**src/rtl/mod_counter.sv**
```systemverilog
// WIDTH-bit up/down event counter: runtime modulo limit, synchronous load,
// wrap or saturate at the boundary, enable prescaler, terminal pulse, sticky overflow.
module mod_counter #(
    parameter int               WIDTH     = 8,
    parameter int               PRESCALE  = 1,
    parameter logic [WIDTH-1:0] RESET_VAL = '0
) (
    input  logic             clock,
    input  logic             reset,
    input  logic             enable,
    input  logic             up_down,
    input  logic             sat_mode,
    input  logic [WIDTH-1:0] limit,
    input  logic             load,
    input  logic [WIDTH-1:0] load_value,
    input  logic             clear_ovf,
    output logic [WIDTH-1:0] counter_out,
    output logic             terminal,
    output logic             overflow
);

    localparam int              PS_W    = (PRESCALE > 1) ? $clog2(PRESCALE) : 1;
    localparam logic [PS_W-1:0] PS_LAST = PS_W'(PRESCALE - 1);
    localparam logic [WIDTH-1:0] ONE    = WIDTH'(1);

    logic [PS_W-1:0]  presc;
    logic             step;
    logic             boundary;
    logic [WIDTH-1:0] cnt_next;

    assign step = enable && (presc == PS_LAST);

    // Up boundary uses >= so an out-of-range loaded value is treated as the top.
    always_comb begin
        boundary = 1'b0;
        cnt_next = counter_out;
        if (up_down) begin
            if (counter_out >= limit) begin
                boundary = 1'b1;
                cnt_next = sat_mode ? limit : '0;
            end else begin
                cnt_next = counter_out + ONE;
            end
        end else begin
            if (counter_out == '0) begin
                boundary = 1'b1;
                cnt_next = sat_mode ? '0 : limit;
            end else begin
                cnt_next = counter_out - ONE;
            end
        end
    end

    always_ff @(posedge clock) begin
        if (reset) begin
            counter_out <= RESET_VAL;
            presc       <= '0;
            terminal    <= 1'b0;
            overflow    <= 1'b0;
        end else if (load) begin
            counter_out <= load_value;
            presc       <= '0;
            terminal    <= 1'b0;
            overflow    <= overflow && !clear_ovf;
        end else begin
            if (enable)
                presc <= step ? '0 : presc + PS_W'(1);
            if (step)
                counter_out <= cnt_next;
            terminal <= step && boundary;
            // A boundary step in the same cycle beats clear_ovf.
            overflow <= (step && boundary) || (overflow && !clear_ovf);
        end
    end

endmodule

```
**config.mk**
```make
export PLATFORM = sky130hd
export DESIGN_NAME = mod_counter
export DESIGN_NICKNAME = d
export VERILOG_FILES = /design/src/rtl/mod_counter.sv
export SDC_FILE = /design/constraint.sdc
export NUM_CORES = 1
export LEC_CHECK = 0
export BUFFER_PORTS_ARGS = -buffer_cell sky130_fd_sc_hd__buf_2
export CORE_ASPECT_RATIO = 0.75
export CORE_MARGIN = 2
export CORE_UTILIZATION = 50
export CTS_BUF_LIST = sky130_fd_sc_hd__clkbuf_16
export DETAILED_ROUTE_END_ITERATION = 10
export PLACE_DENSITY_LB_ADDON = 0.12
export SYNTH_ARGS = -nofsm -noshare
export SYNTH_HDL_FRONTEND = slang
export SYNTH_SLANG_ARGS = --single-unit
```
**constraint.sdc**
```tcl
create_clock -name clock -period 4.1 [get_ports clock]
set_input_delay 0.205 -clock clock [delete_from_list [all_inputs] [get_ports clock]]
set_output_delay 0.205 -clock clock [all_outputs]
set_load 0.01 [all_outputs]
```
==> impl_metrics.csv <==
group,metric,value,unit
logic_synthesis,synth_edf_count,0,
drt,drtAntennaViolNets,0,
clock_network,cts_buffers,3,
global_route,grt_pass1_wl,5730,um
placement,dp_hpwl,2660,um
die,dieArea,2920,sq um
die,fp.coreArea,2330,sq um
timing,slew_viol_final,0,
setup_path,start_kind,"flop",
final_layout,final_cells,228,
status,status,"complete, no violations",
drt,post_drt_wl_per_cell,15.6,um
die,die_w,61.8,um
power_and_ir_drop,p_leak,0.674,nW
global_route,overflow,0,
timing,final.setup.tns,0,ns
timing,fin_ws,1.39,ns
logic_synthesis,synth_fp_nets,201,
clock_network,ctsLongestPathBuffers,2,
clock_network,clk_latency,0.24,ns
setup_path,arrival,2.86,ns
flow_run,maxCapViolCount,0,
power_and_ir_drop,power.density,318,nW/um^2
timing,worst_slew_pin_slew,0.627,ns
clock_network,cts_tree,"built",
placement,dp_cells,224,
logic_synthesis,yosys.area.top_type,"dfxtp_1",
placement,gp_congestion,0.891,
timing,finalHoldViolations,0,
final_layout,nFillCells,232,
global_route,grt_pass1_vias,1252,
final_layout,nets,229,
setup_path,end_kind,"flop",
global_route,grt_max_degree,23,
timing,fin_crit,2.71,ns
final_layout,final_core_util,62.4,%
setup_path,crit_fanout,9,
logic_synthesis,syn-instance-count,167,
logic_synthesis,ys_seq_elements,11,
power_and_ir_drop,irDropWorstVdd,0.248,mV
logic_synthesis,syn_avg_cell_area,7.49,sq um
die,boundaryPins,33,
drt,via_per_inst,5.95,
drt,wl,3550,um
clock_network,cts_root_buf,"clkbuf_16",
final_layout,diodes,0,
die,core.rowCount,15,
drt,via_count,1356,
timing,rsz0062_at_grt,"no",
placement,dp_slack,1.41,ns
setup_path,cp_data_required_time,4.25,ns
timing,relSlewSlack,57.9,%
setup_path,rr_worst_depth,6,
drt,drt_iter0_markers,95,
timing,holdWs,0.156,ns
min_path,min_path_type,"in2reg",
logic_synthesis,synth.cell_area,1250,sq um
clock_network,cts_hold_buffers,0,
timing,fin_worst_skew,0.00195,ns
clock_network,clock_sinks,11,
clock_network,cts_resized,0,
logic_synthesis,yosys-top-cells-area,"dfxtp_1 (18%), ha_1 (11%), a21oi_1 (7.2%)",
global_route,antenna_found_initial,0,
logic_synthesis,yosys_warnings,0,
timing,fin_crit_sh,66.2,%
timing,fmax,368,MHz
global_route,grt_use_total,27.0,%
clock_network,clkTransAtPathRegs,0.04,ns
final_layout,final-seq-area,220,sq um
setup_path,crit_type,"reg2reg",
clock_network,ctsHtreeMaxLevel,1,
placement,port_buffers,32,
die,die_h,47.3,um
final_layout,layout-drive-gt1-share,22.2,%
drt,drtPass1Iterations,4,
final_layout,multi_input_comb_area,906,sq um
die,initial_core_util,53.8,%
logic_synthesis,ys_types,44,
clock_network,post_cts_buffers,0,
final_layout,area_growth,16.1,%
logic_synthesis,async_flop_share,0,%
min_path,whs_path_depth,2,
logic_synthesis,ys.flop_type,"dfxtp_1",
logic_synthesis,ys_seq_area_share,17.6,%
timing,setup_violations,0,
logic_synthesis,synth_top_area_share,17.6,%
drt,drc_errors,0,
-- per-stage QoR --
step	total power [mW]	cell area [sq um]
floorplan	0.247	1250
global placement	0.280	1370
detailed placement	0.284	1370
CTS	0.460	1450
global route	0.488	1450
finish	0.462	1450
-- metal layers --
layer  global-route usage (%)  vias up  wire length, um
li1                         -      669                -
met5                        0        -                0
met3                     7.44        7              361
met4                     7.23        0               34
met1                     36.3      597             1520
met2                     42.9       83             1630
-- Yosys cell counts (2+ instances only) --
library cell  number
nor2_1            13
xnor2_1            4
a32o_1             2
nor2b_1            4
inv_1             12
a211oi_1           7
nand2b_1           4
a21oi_1           18
ha_1              11
dfxtp_1           11
xor2_1             5
o21ai_0           10
o31ai_1            2
a31oi_1            5
nand2_1           15
buf_6              4
or3_1              2
o32ai_1            2
nor3_1             5
nand3_1            7
-- registers in the layout, summed over array words and instances, names as in the netlist --
name and flops:
terminal 1, presc 1, counter_out 8, overflow 1
-- layout by cell type, fill, tap and decap left out, types with 2 or more instances in the layout --
cell,synthesis,final
a211oi_1,7,7
a21oi_1,18,18
a31oi_1,5,5
a32o_1,2,2
buf_2,1,32
clkbuf_16,0,3
dfxtp_1,11,11
ha_1,11,11
inv_1,12,13
nand2_1,15,15
nand2b_1,4,4
nand3_1,7,7
nor2_1,13,13
nor2b_1,4,4
nor3_1,5,5
o21ai_0,10,10
o31ai_1,2,2
o32ai_1,2,2
or3_1,2,2
xnor2_1,4,4
xor2_1,5,5
-- power breakdown --
part	switching [mW]	leakage, nW	total (mW)	internal, mW
Combinational	0.0845	0.541	0.150	0.0659
Sequential	0.0207	0.0905	0.136	0.115
Clock	0.0478	0.0423	0.176	0.128
-- critical path, stage by stage, from the launching register on --
cell and delay [ns]:
dfxtp_1 0.55, ha_1 0.30, and3_1 0.21, a211oi_1 0.52
and2_1 0.46, mux2_2 0.38, o32ai_1 0.20
-- worst paths after layout --
check / end / slack [ns] / startpoint
hold reg to reg: presc / 0.49 / presc
hold / removal: presc / 0.16 / enable
setup / recovery: counter_out[3] / 1.39 / counter_out[5]
setup reg to reg: counter_out[3] / 1.39 / counter_out[5]
-- layout make-up --
class / count / area share (%)
multi-input cells: 135 / 62.4
flip-flops and latches: 11 / 15.2
clock buffers: 3 / 5.17
well taps: 34 / 2.93
inverters: 12 / 3.10
clock inverters: 1 / 0.258
repair buffers: 32 / 11.0
-- cells by family after synthesis --
group                    count (synthesis)  share of synthesized area [%]
AO/OA/AOI/OAI                           56                           29.7
XOR/XNOR                                 9                           6.30
adder cells (fa/ha/maj)                 11                           11.0
buffers and inverters                   21                           10.0
flip-flops                              11                           17.6
multiplexers                             2                           1.70
AND/OR/NAND/NOR                         57                           23.7
(Power assumes the default switching activity.)
